===== config.mk =====
export PLATFORM = sky130hd
export DESIGN_NAME = delivery_sequencer
export DESIGN_NICKNAME = d
export VERILOG_FILES = /design/src/rtl/delivery_sequencer_pkg.sv /design/src/rtl/delivery_sequencer_sync_debounce.sv /design/src/rtl/delivery_sequencer.sv
export SDC_FILE = /design/constraint.sdc
export NUM_CORES = 1
export LEC_CHECK = 0
export ABC_AREA = 1
export CORE_MARGIN = 1.5
export CORE_UTILIZATION = 50
export CTS_CLUSTER_DIAMETER = 200
export DETAILED_ROUTE_END_ITERATION = 12
export HOLD_SLACK_MARGIN = 0.03
export MAX_ROUTING_LAYER = met4
export PLACE_DENSITY = 0.66
export SLEW_MARGIN = 40
export SYNTH_ARGS = -nofsm -noshare
export SYNTH_HDL_FRONTEND = slang
export SYNTH_HIERARCHICAL = 1
export SYNTH_SLANG_ARGS = --single-unit
export TNS_END_PERCENT = 10

===== constraint.sdc =====
create_clock -name clk -period 3.3 [get_ports clk]
set_clock_uncertainty 0.15 [all_clocks]
set_input_delay 0.99 -clock clk [delete_from_list [all_inputs] [get_ports clk]]
set_output_delay 0.99 -clock clk [all_outputs]
set_load 0.03 [all_outputs]

===== src/rtl/delivery_sequencer_pkg.sv =====
// Shared encodings for the delivery sequencer: FSM phases and command bit layout.
package delivery_sequencer_pkg;

  typedef enum logic [2:0] {
    PH_IDLE   = 3'd0,
    PH_DEPART = 3'd1,
    PH_UNLOAD = 3'd2,
    PH_RETURN = 3'd3,
    PH_DONE   = 3'd4,
    PH_ABORT  = 3'd5
  } phase_t;

  localparam int unsigned START_BIT = 6;
  localparam int unsigned DEST_LSB  = 0;
  localparam int unsigned DEST_W    = 3;

endpackage


===== src/rtl/delivery_sequencer_sync_debounce.sv =====
// One input bit: 2-FF synchronizer followed by a stability counter; dout follows
// the synchronized input only after DEBOUNCE_CYCLES consecutive differing samples.
module delivery_sequencer_sync_debounce #(
  parameter int unsigned DEBOUNCE_CYCLES = 4096
) (
  input  logic clk,
  input  logic reset,
  input  logic din,
  output logic dout
);

  localparam int unsigned CW = $clog2(DEBOUNCE_CYCLES + 1);

  logic          s1;
  logic          s2;
  logic [CW-1:0] cnt;

  always_ff @(posedge clk or posedge reset) begin
    if (reset) begin
      s1   <= 1'b0;
      s2   <= 1'b0;
      cnt  <= '0;
      dout <= 1'b0;
    end else begin
      s1 <= din;
      s2 <= s1;
      if (s2 == dout) begin
        cnt <= '0;
      end else if (cnt == CW'(DEBOUNCE_CYCLES - 1)) begin
        dout <= s2;
        cnt  <= '0;
      end else begin
        cnt <= cnt + CW'(1);
      end
    end
  end

endmodule


===== src/rtl/delivery_sequencer.sv =====
// Rover delivery trip sequencer: debounced command in, timed depart/unload/return
// FSM with PWM-gated wheel enables out.
module delivery_sequencer
  import delivery_sequencer_pkg::*;
#(
  parameter int unsigned DEBOUNCE_CYCLES = 4096,
  parameter int unsigned SEG_CYCLES      = 1000000,
  parameter int unsigned DWELL_CYCLES    = 500000,
  parameter int unsigned PWM_PERIOD      = 1000,
  parameter int unsigned PWM_DUTY        = 600
) (
  input  logic       clk,
  input  logic       reset,
  input  logic [7:0] state,
  input  logic       end_reset,
  output logic       busy,
  output logic       done,
  output logic       cmd_err,
  output logic [2:0] phase,
  output logic [1:0] motor_en,
  output logic       motor_dir
);

  localparam int unsigned NIN  = DEST_W + 2;
  localparam int unsigned TMAX = (7 * SEG_CYCLES > DWELL_CYCLES) ? 7 * SEG_CYCLES : DWELL_CYCLES;
  localparam int unsigned TW   = $clog2(TMAX + 1);
  localparam int unsigned PW   = $clog2(PWM_PERIOD + 1);
  localparam int unsigned HOLD = DEBOUNCE_CYCLES + 4;
  localparam int unsigned HW   = $clog2(HOLD + 1);

  logic [NIN-1:0]    raw;
  logic [NIN-1:0]    db;
  logic [DEST_W-1:0] dest_db;
  logic              start_db;
  logic              abort;
  logic              start_q;
  logic              start_rise;
  logic [HW-1:0]     hold_cnt;
  logic              settled;
  logic [PW-1:0]     pwm_cnt;
  logic              pwm;
  phase_t            phase_q;
  logic [TW-1:0]     timer;
  logic [DEST_W-1:0] dest_lat;
  logic              unused_cmd_bits;

  assign unused_cmd_bits = ^{state[7], state[5:3]};
  assign raw = {end_reset, state[START_BIT], state[DEST_LSB +: DEST_W]};

  for (genvar i = 0; i < NIN; i++) begin : g_in
    delivery_sequencer_sync_debounce #(.DEBOUNCE_CYCLES(DEBOUNCE_CYCLES)) u_db (
      .clk  (clk),
      .reset(reset),
      .din  (raw[i]),
      .dout (db[i])
    );
  end

  assign dest_db  = db[DEST_W-1:0];
  assign start_db = db[DEST_W];
  assign abort    = db[DEST_W+1];

  // Ignore start edges until the debouncer has had time to reflect the real
  // input after reset, so a start held through reset never triggers a trip.
  assign settled    = (hold_cnt == HW'(HOLD));
  assign start_rise = start_db & ~start_q & settled;

  always_ff @(posedge clk or posedge reset) begin
    if (reset) begin
      hold_cnt <= '0;
      start_q  <= 1'b0;
    end else begin
      start_q <= start_db;
      if (!settled) hold_cnt <= hold_cnt + HW'(1);
    end
  end

  // Free-running PWM counter.
  always_ff @(posedge clk or posedge reset) begin
    if (reset) begin
      pwm_cnt <= '0;
    end else if (pwm_cnt == PW'(PWM_PERIOD - 1)) begin
      pwm_cnt <= '0;
    end else begin
      pwm_cnt <= pwm_cnt + PW'(1);
    end
  end

  assign pwm = (32'(pwm_cnt) < PWM_DUTY);

  function automatic logic [TW-1:0] seg_load(input logic [DEST_W-1:0] d);
    return TW'(d) * TW'(SEG_CYCLES) - TW'(1);
  endfunction

  // Trip FSM; outputs are registered alongside the phase they belong to.
  always_ff @(posedge clk or posedge reset) begin
    if (reset) begin
      phase_q   <= PH_IDLE;
      timer     <= '0;
      dest_lat  <= '0;
      busy      <= 1'b0;
      done      <= 1'b0;
      cmd_err   <= 1'b0;
      motor_en  <= '0;
      motor_dir <= 1'b0;
    end else begin
      done    <= 1'b0;
      cmd_err <= 1'b0;
      if (abort && phase_q != PH_IDLE && phase_q != PH_ABORT) begin
        phase_q   <= PH_ABORT;
        busy      <= 1'b1;
        motor_en  <= '0;
        motor_dir <= 1'b0;
      end else begin
        case (phase_q)
          PH_IDLE: begin
            if (start_rise && !abort) begin
              if (dest_db != '0) begin
                phase_q   <= PH_DEPART;
                dest_lat  <= dest_db;
                timer     <= seg_load(dest_db);
                busy      <= 1'b1;
                motor_en  <= {2{pwm}};
                motor_dir <= 1'b1;
              end else begin
                cmd_err <= 1'b1;
              end
            end
          end
          PH_DEPART: begin
            if (timer == '0) begin
              phase_q   <= PH_UNLOAD;
              timer     <= TW'(DWELL_CYCLES - 1);
              motor_en  <= '0;
              motor_dir <= 1'b0;
            end else begin
              timer    <= timer - TW'(1);
              motor_en <= {2{pwm}};
            end
          end
          PH_UNLOAD: begin
            if (timer == '0) begin
              phase_q   <= PH_RETURN;
              timer     <= seg_load(dest_lat);
              motor_en  <= {2{pwm}};
              motor_dir <= 1'b0;
            end else begin
              timer <= timer - TW'(1);
            end
          end
          PH_RETURN: begin
            if (timer == '0) begin
              phase_q  <= PH_DONE;
              done     <= 1'b1;
              motor_en <= '0;
            end else begin
              timer    <= timer - TW'(1);
              motor_en <= {2{pwm}};
            end
          end
          PH_DONE: begin
            if (!start_db) begin
              phase_q <= PH_IDLE;
              busy    <= 1'b0;
            end
          end
          PH_ABORT: begin
            if (!abort) begin
              phase_q <= PH_IDLE;
              busy    <= 1'b0;
            end
          end
          default: begin
            phase_q   <= PH_IDLE;
            busy      <= 1'b0;
            motor_en  <= '0;
            motor_dir <= 1'b0;
          end
        endcase
      end
    end
  end

  assign phase = phase_q;

endmodule

# Word level (Yosys, flattened, before mapping)
# Cells that the tools add are included.
# op_classes
addsub	10
mul	2
n_lt_le_gt_ge	1
n_eq_ne	32
mux	48
bitwise	9
reduce_logical	25
# op_table
cell	n
$mux 13	10
$mux 23	5
$pmux 23 s4	1
$add 13x1->13 const B	6
$sub 23x1->23 const B	3
$eq 13x12->1 const B	5
$mul 3x14->17 const B	2
$mux 3	8
$ne 3x3->1 const B	8
$logic_not 23->1	1
$pmux 3 s6	1
$mux 1	14
$eq 13x13->1 const B	1
$reduce_and 4->1	3
$add 10x1->10 const B	1
$eq 10x10->1 const B	1
$lt 10x10->1 const B	1
$mux 10	1
$mux 2	5
$reduce_and 2->1	5
$reduce_and 5->1	2
$pmux 2 s4	1
$not 1->1	7
$reduce_and 7->1	1
other kinds (17)	34
# word_totals
reg_bits	139
input_bits	11
output_inout_bits	9
elab_cells	158

# Depth between registers and ports, before layout
# depth
depth_word	7
ltp_mapped	17

# Modules after synthesis
# Netlist, hierarchy kept.
# modules_own_cells
mod	n_inst	cells_per_inst	area_each_um2	seq_area_each_um2
delivery_sequencer	1	724	4914.7	1451.4
delivery_sequencer_sync_debounce	5	86	830.8	400.4

# Worst setup path after synthesis
# Ideal clock, no wire load.
# synth_timing
path_type	register to register
from	register dest_lat[1]
to	register timer[22]
setup_ps	116
arrival_ps	2596
t_required_ps	3034
path_slack_ps	438
path_stages_with_launch	15
period_less_slack_ps	2862
path_cell_list	dfrtp_1 -> clkbuf_1 -> inv_1 -> fa_1 -> inv_1 -> ha_1 -> clkbuf_1 -> a21oi_1 -> nand3_1 -> a21oi_1 -> nand3_1 -> nand3_1 -> nand2_1 -> nand2_1 -> nand2_1
# synth_between
elab_chain_cells	4
# synth_rtl
item	line_no	source
start: declaration	delivery_sequencer.sv:44	logic [DEST_W-1:0] dest_lat;
start signal: assignment	delivery_sequencer.sv:120	dest_lat <= dest_db;
$mul 3x14->17	delivery_sequencer.sv:92	return TW'(d) * TW'(SEG_CYCLES) - TW'(1);
$sub 23x1->23	delivery_sequencer.sv:92	
$mux 23	delivery_sequencer.sv:142	if (timer == '0) begin
$pmux 23 s4	delivery_sequencer.sv:115	case (phase_q)
end signal: assignment	delivery_sequencer.sv:121	timer <= seg_load(dest_db);
end signal: assignment	delivery_sequencer.sv:144	timer <= seg_load(dest_lat);
end signal: assignment	delivery_sequencer.sv:148	timer <= timer - TW'(1);
end: declaration	delivery_sequencer.sv:43	logic [TW-1:0] timer;
# Every way passes these cells.
# A chain may end at the register's enable or synchronous reset.

# Final worst setup path
# Ends and elaborated chain as after synthesis.

==> results.md <==
Run status:
- The flow ran to the end, and the final reports show no timing, DRC or antenna violations.

Global route:
- The first global-routing pass estimated about 32000 um of wire.
- The via count of the first global-routing pass is slightly below 7000.
- The global-route usage over all layers is between 20% and 30%.
- The number of antenna violations at the first check in global routing is 0.
- The maximum number of pins on one net before global-route repair is approximately 60.
- The total congestion overflow is 0.

CTS:
- The H-tree was split into 4 levels.
- Buffers added to address setup during post-CTS repair amount to 0.
- Buffers inserted during clock tree synthesis total 17.
- TritonCTS built the clock tree.
- Post-CTS repair changed the size of 0 cells.
- Clock latency on the worst-skew pair, taken at its later pin, is between 0.4 and 0.5 ns.
- The root buffer cell chosen for the clock tree is sky130_fd_sc_hd__clkbuf_16.
- The clock net in this run drives a total of 138 sinks.
- The number of hold buffers added after CTS was 0.
- The maximum buffer depth of the clock tree is 2.
- Clock-pin slew was measured on the worst setup and hold paths at 0.07 ns.

Place:
- The routability congestion estimate is approximately 0.92.
- The worst slack at placement is around 0.31 ns.
- The HPWL after detailed placement is around 14000 um.
- The count of buffers from port buffering is 15.
- The number of placed cells counting well taps is approximately 1400.

Synthesis:
- The sequential element share of the synthesized area is 38.1%.
- Dividing the synthesized area by the synthesized cell count gives 7.86 sq um.
- The number of storage elements in the synthesis netlist is roughly 140.
- Sorting the synthesized cells by area gives the leading types as sky130_fd_sc_hd__dfrtp_1 38%, sky130_fd_sc_hd__nand2_1 13%, sky130_fd_sc_hd__inv_1 5.9%.
- The post-synthesis instance area is 0.00907 sq mm.
- The synthesized design spends more area on one cell type than any other, namely sky130_fd_sc_hd__dfrtp_1.
- The net count after synthesis is ~1200.
- In the synthesized netlist, the number of instances is 1154.
- The proportion of netlist area held by the largest area contributor is 38.1%.
- The Yosys step of the flow raised 6 warnings.
- Synthesis instantiated 42 different standard cells from the library.

Setup path:
- Data on the critical path arrives at its endpoint at about 3.1 ns.
- The data required time of the critical path is around 3.5 ns.
- The sort of element at the start of the critical path is a flip-flop.
- The register-to-register path setup slack is roughly 0.32 ns.
- STA classifies the critical path endpoint as a flip-flop.
- By startpoint and endpoint, the worst setup path is classified as reg2reg.
- In this run the worst path has a maximum fanout of 9.

Detailed routing:
- The via count is between 7000 and 8000.
- The average wire per cell in the routed design is between 10 and 15 um.
- For this block, the initial DRC count from the detailed router was between 300 and 400.
- The final routed wirelength across all metal layers is 18700 um.
- The via count normalized by instance count is slightly above 5.
- The number of search-and-repair iterations in the first detailed-routing pass is 5.
- After detailed routing, the number of remaining DRC violations is 0.
- The count of nets left with antenna violations once routing finished came out at 0.

Floorplanning:
- The die height is 138 um.
- The I/O pin count is 20.
- The core region is 0.0179 sq mm.
- The initialized floorplan defines 49 standard-cell rows.
- The initial core utilization is 50.7%.
- The die covers roughly 0.019 sq mm.
- In this run the horizontal extent of the chip is 138 um.

Final layout:
- The final layout net count is 1242.
- The number of diodes is 0.
- The post-route netlist has around 14% of its cells at a drive strength greater than 1.
- The signed area change from the synthesized netlist to the final layout is 11.8%.
- In the layout the commonest cells are 302 x sky130_fd_sc_hd__nand2_1, 141 x sky130_fd_sc_hd__inv_1, 138 x sky130_fd_sc_hd__dfrtp_1.
- The library cell used most frequently in the layout, excluding fill and tap cells, is sky130_fd_sc_hd__nand2_1.
- For this run, the number of standard cells in the final layout without fillers is about 1400.

Run:
- Max-cap violations in this run came to 0.

Pwr:
- For this design the ratio of total power to cell area is 377 mW/mm^2.
- The total power of the final layout is about 3800 uW.
- The highest ir drop seen on vdd is 0.465 mV.
- Summed over all cells, the static leakage comes to about 0.0051 uW.

Timing:
- Derived from the worst setup path, the maximum achievable clock frequency is 0.336 GHz.
- The aggregate negative setup slack is 0 ns.
- Setup repair after global routing left no endpoint under its margin.
- The number of setup violations in the final report is 0.
- In the post-route analysis, the smallest setup slack over all paths is ~0.32 ns.
- In this run the tightest slew margin relative to its limit is roughly 57%.
- For the pin with the worst max-slew slack, the measured transition is 0.651 ns.
- Final hold analysis gives a worst-case slack of between 0.15 and 0.2 ns.
- The hold violation count in the final report is 0.
- The post-layout minimum cycle time is just under 3 ns.
- The final max-slew violation count is 0.
- Of the available clock period, the critical path in the final layout requires 90.3%.

Worst hold path:
- The path class of the tightest hold or removal check is reg2reg.
[critical path: stages (launching register included)]
cell,delay [ns]
sky130_fd_sc_hd__dfrtp_1,0.55
sky130_fd_sc_hd__inv_1,0.20
sky130_fd_sc_hd__fa_1,0.53
sky130_fd_sc_hd__inv_1,0.08
sky130_fd_sc_hd__ha_1,0.38
sky130_fd_sc_hd__a21oi_1,0.27
sky130_fd_sc_hd__nand3_1,0.15
sky130_fd_sc_hd__a21oi_1,0.23
sky130_fd_sc_hd__nand3_1,0.10
sky130_fd_sc_hd__nand3_1,0.08
sky130_fd_sc_hd__nand2_1,0.05
sky130_fd_sc_hd__nand2_1,0.06
sky130_fd_sc_hd__nand2_1,0.04
[path summary, 6_finish.rpt]
check,start,end,cells past startpoint
worst min-delay path,g_in[3].u_db/s1$_DFF_PP0_,g_in[3].u_db/s2$_DFF_PP0_,0
max in group asynchronous,reset,g_in[0].u_db/cnt[5]$_DFF_PP0_,2
worst max-delay path,dest_lat[1]$_DFFE_PP0P_,timer[22]$_DFFE_PP0P_,12
min in group asynchronous,reset,pwm_cnt[5]$_DFF_PP0_,3
worst max register to register,dest_lat[1]$_DFFE_PP0P_,timer[22]$_DFFE_PP0P_,12
worst min register to register,g_in[3].u_db/s1$_DFF_PP0_,g_in[3].u_db/s2$_DFF_PP0_,0
[area by class of cell]
class	count	area, sq um
inverter	154	578
multi-input combinational	852	4970
timing repair buffer	25	238
sequential	138	3450
fill	1685	7760
clock inverter	15	184
tap	229	287
clock buffer	17	425
[per-stage QoR]
stage	instance area, sq um	utilization [%]
2_1_floorplan	9070	-
3_3_place_gp	9530	53.2
3_5_place_dp	9530	53.2
4_1_cts	10100	56.6
5_1_grt	10100	56.6
6_report	10100	56.6
[registers in the layout, summed over array words and instances, names as in the netlist]
name,count
start_q,1
busy,1
g_in.u_db/s2,5
pwm_cnt,10
g_in.u_db/s1,5
timer,23
g_in.u_db/dout,5
motor_dir,1
dest_lat,3
done,1
g_in.u_db/cnt,65
cmd_err,1
phase,3
motor_en,1
hold_cnt,13
[Yosys cell counts (all sizes together)]
| library cell | number |
|---|---|
| and3 | 1 |
| nand2 | 328 |
| inv | 154 |
| nand3 | 78 |
| a32oi | 1 |
| xor2 | 47 |
| nand4 | 28 |
| xnor2 | 16 |
| and2 | 1 |
| a21boi | 2 |
| a31oi | 5 |
| o21ai | 31 |
| nor4 | 4 |
| nor3 | 18 |
| clkbuf | 3 |
| a21oi | 31 |
| buf | 7 |
| o221a | 1 |
| o211ai | 5 |
| o21bai | 12 |
| fa | 6 |
| dfrtp | 138 |
| nand3b | 5 |
| nor3b | 6 |
| nor2 | 188 |
| ha | 37 |
| or2 | 1 |
[cells by family (layout without fill, tap and decap cells)]
logic type,Yosys count,count (layout),share of synthesized area [%]
compound gates,88,88,5.91
xor+xnor,63,63,6.08
fa+ha+maj,43,43,6.43
buf+inv,164,211,7.08
flops,138,138,38.1
simple gates,658,658,36.4
[power by group]
group,internal (uW),switching [uW]
combinational,32.3,78.8
sequential,1710,13.1
clock,1200,780
[layer usage]
metal / global-route usage (%) / routed length, um / share of wire [%] / up-vias
met2: 34.9 / 8630 / 46 / 120
met5: - / 0 / 0 / -
met1: 28.7 / 8960 / 48 / 3407
met4: 8.71 / 522 / 2.8 / 0
met3: 4.05 / 616 / 3.3 / 25
li1: - / - / - / 3712
Note: power is estimated with default switching activity, not from simulation.
==> variant 1: new RTL, config.mk and constraints unchanged <==
Change the parameter `PWM_PERIOD` from 1000 to 2000.
--- a/src/rtl/delivery_sequencer.sv
+++ b/src/rtl/delivery_sequencer.sv
@@ -6,7 +6,7 @@
   parameter int unsigned DEBOUNCE_CYCLES = 4096,
   parameter int unsigned SEG_CYCLES      = 1000000,
   parameter int unsigned DWELL_CYCLES    = 500000,
-  parameter int unsigned PWM_PERIOD      = 1000,
+  parameter int unsigned PWM_PERIOD      = 2000,
   parameter int unsigned PWM_DUTY        = 600
 ) (
   input  logic       clk,
Function: no difference found for any inputs over 10 cycles, from zero or initial values and one cycle with reset high; that may be too few to reach the edited logic, so the function may still have changed.
==> variant 1 against the unedited design <==
Cell area decreased by 1.3%. Global-route usage decreased by 0.30 points. Worst setup slack improved by 0.061 ns. Total power decreased by 2.1%. Die area is 1.4% lower. Non-clock buffer count did not move. Wire length shrank 2.7%. Critical path depth is 4 higher. Sequential cell count grew 1. Cell count shrank 3.1%. Synthesized cell count fell by 3.9%. Area after synthesis down 1.4%. Highest routed layer unchanged.
==> variant 1: results (changes against the unedited design) <==
result of the run -> finished clean
leading post-synthesis cells by instance count -> sky130_fd_sc_hd__nand2_1, sky130_fd_sc_hd__dfrtp_1, sky130_fd_sc_hd__inv_1
Total Wirelength -> 18.2 mm (-2.7%)
via count of the routed design -> 6995 (-3.7%)
worst voltage drop across the vdd grid -> 0.386 mV (-17%)
synth unique cells -> 43 (+2.4%)
All-Layer GR Usage -> 22.0% (-0.30 points)
Well-Tap Cells -> 225 (-1.7%)
xor/xnor share of the synthesized area -> 6.57% (+0.48 points)
hold wc startpoint -> g_in[2].u_db/s1$_DFF_PP0_
Worst EP arrival -> 3.08 ns (-0.06 ns)
leading post-synthesis cells by cell area -> sky130_fd_sc_hd__dfrtp_1, sky130_fd_sc_hd__nand2_1, sky130_fd_sc_hd__inv_1, sky130_fd_sc_hd__ha_1, sky130_fd_sc_hd__xor2_1
Lkg Pwr -> 5.10 nW (-0.68%)
pin count of the biggest net entering global routing -> 25 (-58%)
share of layout cells above drive strength 1 -> 14.9% (+0.59 points)
number of placed instances, taps included -> 1353 (-3.2%)
hold slack -> 0.198 ns (+0.00309 ns)
flip-flop and latch count after synthesis -> 139 (+0.72%)
number of global-route vias before repair -> 6842 (-0.26%)
clock buffer and inverter area fraction after layout -> 5.81% (-0.20 points)
fraction of area in multi-input gates -> 48.4% (-0.70 points)
number of clock-tree buffers in the layout -> 19 (+2)
fill cell total of the finished layout -> 1569 (-6.9%)
flip-flop and latch share of the layout cell area -> 34.8% (+0.71 points)
number of cells produced by synthesis -> 1109 (-3.9%)
hold worst-path end -> g_in[2].u_db/s2$_DFF_PP0_
Multi-Input Combinational -> 811 (-4.8%)
fraction of cell area in non-clock buffers -> 2.50% (+0.16 points)
switching power of the nets -> 885 uW (+1.5%)
part of the power in registers -> 46.5% (+1.3 points)
startpoint of the worst-slack reg-to-reg timing path -> g_in[0].u_db/dout$_DFFE_PP0P_
area post-placement -> 9420 um^2 (-1.1%)
sequential area share after synthesis -> 38.9% (+0.84 points)
Post-Place Worst Slack -> 0.303 ns (-0.0101 ns)
peak per-stage delay on the critical path -> 0.48 ns (-0.07 ns)
relative slew slack -> 55.8% (-0.77 points)
Synth Area in Compound Gates -> 6.03% (+0.13 points)
cell with the biggest individual delay on the critical path -> sky130_fd_sc_hd__dfrtp_2
RD Place Congestion -> 0.930 (+1.3%)
wire per inst -> 13.2 um (+0.49%)
HPWL reported at the end of detailed placement -> 13.6 mm (-0.88%)
[variant 1: cell count changes in the layout (fill, tap and decap cells not counted), moves of 3 or more]
cell	change
sky130_fd_sc_hd__or2_2	+3
sky130_fd_sc_hd__inv_2	+4
sky130_fd_sc_hd__a31oi_1	+8
sky130_fd_sc_hd__inv_1	-5
sky130_fd_sc_hd__xnor2_1	+3
sky130_fd_sc_hd__nand3_1	+3
sky130_fd_sc_hd__a21oi_2	-7
sky130_fd_sc_hd__o21ai_0	+3
sky130_fd_sc_hd__nand2_1	-54
sky130_fd_sc_hd__nor3_1	+9
sky130_fd_sc_hd__nor2_1	-11
sky130_fd_sc_hd__a21oi_1	+4
[variant 1: per-layer routing]
layer	wire length (um)	part of all wire [%]	vias up	global-route usage [%]
met5	0	0	-	-
met4	344	1.9	0	7.45
met3	623	3.4	24	3.89
met2	8370	46	126	34.3
met1	8890	49	3247	28.9
li1	-	-	3598	-
==> variant 2: new RTL, config.mk and constraints unchanged <==
Without the edit above. Make the reset (`reset`) synchronous in 4 clocked blocks.
--- a/src/rtl/delivery_sequencer_sync_debounce.sv
+++ b/src/rtl/delivery_sequencer_sync_debounce.sv
@@ -15,7 +15,7 @@
   logic          s2;
   logic [CW-1:0] cnt;
 
-  always_ff @(posedge clk or posedge reset) begin
+  always_ff @(posedge clk) begin
     if (reset) begin
       s1   <= 1'b0;
       s2   <= 1'b0;
--- a/src/rtl/delivery_sequencer.sv
+++ b/src/rtl/delivery_sequencer.sv
@@ -65,7 +65,7 @@
   assign settled    = (hold_cnt == HW'(HOLD));
   assign start_rise = start_db & ~start_q & settled;
 
-  always_ff @(posedge clk or posedge reset) begin
+  always_ff @(posedge clk) begin
     if (reset) begin
       hold_cnt <= '0;
       start_q  <= 1'b0;
@@ -76,7 +76,7 @@
   end
 
   // Free-running PWM counter.
-  always_ff @(posedge clk or posedge reset) begin
+  always_ff @(posedge clk) begin
     if (reset) begin
       pwm_cnt <= '0;
     end else if (pwm_cnt == PW'(PWM_PERIOD - 1)) begin
@@ -93,7 +93,7 @@
   endfunction
 
   // Trip FSM; outputs are registered alongside the phase they belong to.
-  always_ff @(posedge clk or posedge reset) begin
+  always_ff @(posedge clk) begin
     if (reset) begin
       phase_q   <= PH_IDLE;
       timer     <= '0;
Check against the original RTL: same outputs for any inputs over 10 cycles, from zero or initial values and one cycle with reset high; that may be too few to reach the edited logic, so the function may still have changed.
==> variant 2 against the unedited design <==
Sequential share of layout area fell by 4.7 points. Critical endpoint is now timer[22]$_SDFFE_PP0P_. Area after synthesis down 7.9%. Worst setup slack worse by 0.043 ns. Wire length shrank 5.5%. Cell area fell by 7.1%. Total power fell by 1.1%. Sequential cell count unchanged. First-iteration DRC count stayed put. Via count is 2.1% higher. Utilization increased by 0.55 points. Critical path type unchanged. Largest cell class unchanged.
==> variant 2: results (changes against the unedited design) <==
HPWL reported at the end of detailed placement -> 13.1 mm (-4.4%)
leading post-synthesis cells by cell area -> sky130_fd_sc_hd__dfxtp_1, sky130_fd_sc_hd__nand2_1, sky130_fd_sc_hd__nor2_1, sky130_fd_sc_hd__inv_1, sky130_fd_sc_hd__ha_1
global-route wire length before repair -> 30.9 mm (-4.0%)
Lkg Pwr -> 4.08 nW (-20%)
Tightest Pin Transition -> 0.665 ns (+0.0137 ns)
clock tree root driver cell -> sky130_fd_sc_hd__clkbuf_16
share of synthesized registers carrying an async set or reset -> 0% (-100 points)
switching power of the nets -> 761 uW (-13%)
worst voltage drop across the vdd grid -> 0.306 mV (-34%)
most used flip-flop cell after synthesis -> sky130_fd_sc_hd__dfxtp_1
peak per-stage delay on the critical path -> 0.55 ns (about the same)
first-pass iteration count of the detailed router -> 5 (unchanged)
port bufs -> 15 (unchanged)
initial antenna violation count -> 0 (unchanged)
Top Registers -> g_in.u_db/cnt: 65 flops, timer: 23 flops, hold_cnt: 13 flops
Clk pin slew, worst setup/hold paths -> 0.06 ns
synth unique cells -> 43 (+2.4%)
via count of the routed design -> 7419 (+2.1%)
Iter 0 DRT Violations -> 379 (unchanged)
net total in the final layout -> 1302 (+4.8%)
All-Layer GR Usage -> 22.0% (-0.28 points)
result of the run -> finished clean
leading post-synthesis cells by instance count -> sky130_fd_sc_hd__nand2_1, sky130_fd_sc_hd__nor2_1, sky130_fd_sc_hd__dfxtp_1, sky130_fd_sc_hd__inv_1, sky130_fd_sc_hd__nand3_1
synth warn -> 6 (unchanged)
maximum level of the CTS H-tree -> 4 (unchanged)
share of layout cells above drive strength 1 -> 9.83% (-4.5 points)
Worst EP arrival -> 3.18 ns (+0.04 ns)
number of CTS-inserted buffers -> 17 (unchanged)
pin count of the biggest net entering global routing -> 32 (-46%)
number of global-route vias before repair -> 6833 (-0.39%)
RD Place Congestion -> 0.865 (-5.8%)
worst-path maximum fanout -> 7 (-2)
sequential area share after synthesis -> 33.1% (-5.0 points)
cell with the biggest individual delay on the critical path -> sky130_fd_sc_hd__fa_1
source-to-sink clock delay at the later pin of the worst-skew pair -> 0.42 ns (about the same)
Net Count, Synth -> 1269 (+5.0%)
worst hold path type -> flop to flop
count of inserted antenna diode cells -> 0 (unchanged)
Total Wirelength -> 17.7 mm (-5.5%)
worst-case clock buffer depth -> 2 (unchanged)
==> variant 2: critical path: cells and delay by family (launching register included) <==
| kind | cells | cell delay, ns |
|---|---|---|
| flops | 1 | 0.47 |
| buf+inv | 2 | 0.24 |
| simple gates | 8 | 0.84 |
| fa+ha+maj | 2 | 1.07 |
| xor+xnor | 1 | 0.16 |
==> variant 2: what timing repair did <==
item	in CTS	in global routing
gates resized for setup	0	1
endpoints found under the hold margin	0	0
setup endpoints to repair	0	1
setup buffers	0	0
==> variant 2: routing by layer <==
| layer | vias to the layer above | global-route usage, % | routed length, um | part of all wire (%) |
|---|---|---|---|---|
| met2 | 124 | 35.0 | 8070 | 46 |
| li1 | 3935 | - | - | - |
| met1 | 3332 | 28.3 | 8650 | 49 |
| met5 | - | - | 0 | 0 |
| met3 | 28 | 4.50 | 664 | 3.8 |
| met4 | 0 | 6.59 | 314 | 1.8 |
==> variant 2: power by group through the flow <==
stage / logic, mW / registers, mW / clock network [mW]
after floorplan: 0.0491 / 1.72 / 0
after global placement: 0.0713 / 1.73 / 0
after detailed placement: 0.0720 / 1.73 / 0
after CTS: 0.0734 / 1.69 / 2.06
after global routing: 0.0832 / 1.69 / 2.13
final: 0.0722 / 1.69 / 2.01
==> variant 2: logic make-up after synthesis <==
group           count (synthesis)  share of synthesized area, %
fa+ha+maj                      42                          6.83
simple gates                  665                          35.3
buf+inv                       168                          8.09
flops                         138                          33.1
compound gates                138                          9.93
xor+xnor                       65                          6.81
==> variant 2: final timing paths <==
| check | from | endpoint | slack [ns] | depth (start not counted) |
|---|---|---|---|---|
| setup / recovery | dest_lat[0]$_SDFFE_PP0P_ | timer[22]$_SDFFE_PP0P_ | 0.28 | 13 |
| hold / removal | g_in[2].u_db/s1$_SDFF_PP0_ | g_in[2].u_db/s2$_SDFF_PP0_ | 0.25 | 2 |
| setup reg to reg | dest_lat[0]$_SDFFE_PP0P_ | timer[22]$_SDFFE_PP0P_ | 0.28 | 13 |
| hold reg to reg | g_in[2].u_db/s1$_SDFF_PP0_ | g_in[2].u_db/s2$_SDFF_PP0_ | 0.25 | 2 |
==> variant 2: layout make-up <==
cell class	count	area, um^2
flip-flops and latches	138	2760
clock inverters	10	164
repair buffers	29	250
clock buffers	22	464
multi-input cells	910	4920
inverters	153	574
well taps	220	275
fillers	1604	7050
==> variant 2: metrics by stage <==
step	setup WS, ns	cells	cell area, um^2
2_1_floorplan	0.433	1216	8360
3_3_place_gp	0.331	1450	8780
3_5_place_dp	0.316	1450	8780
4_1_cts	0.283	1482	9410
5_1_grt	0.00896	1482	9420
6_report	0.278	1482	9420
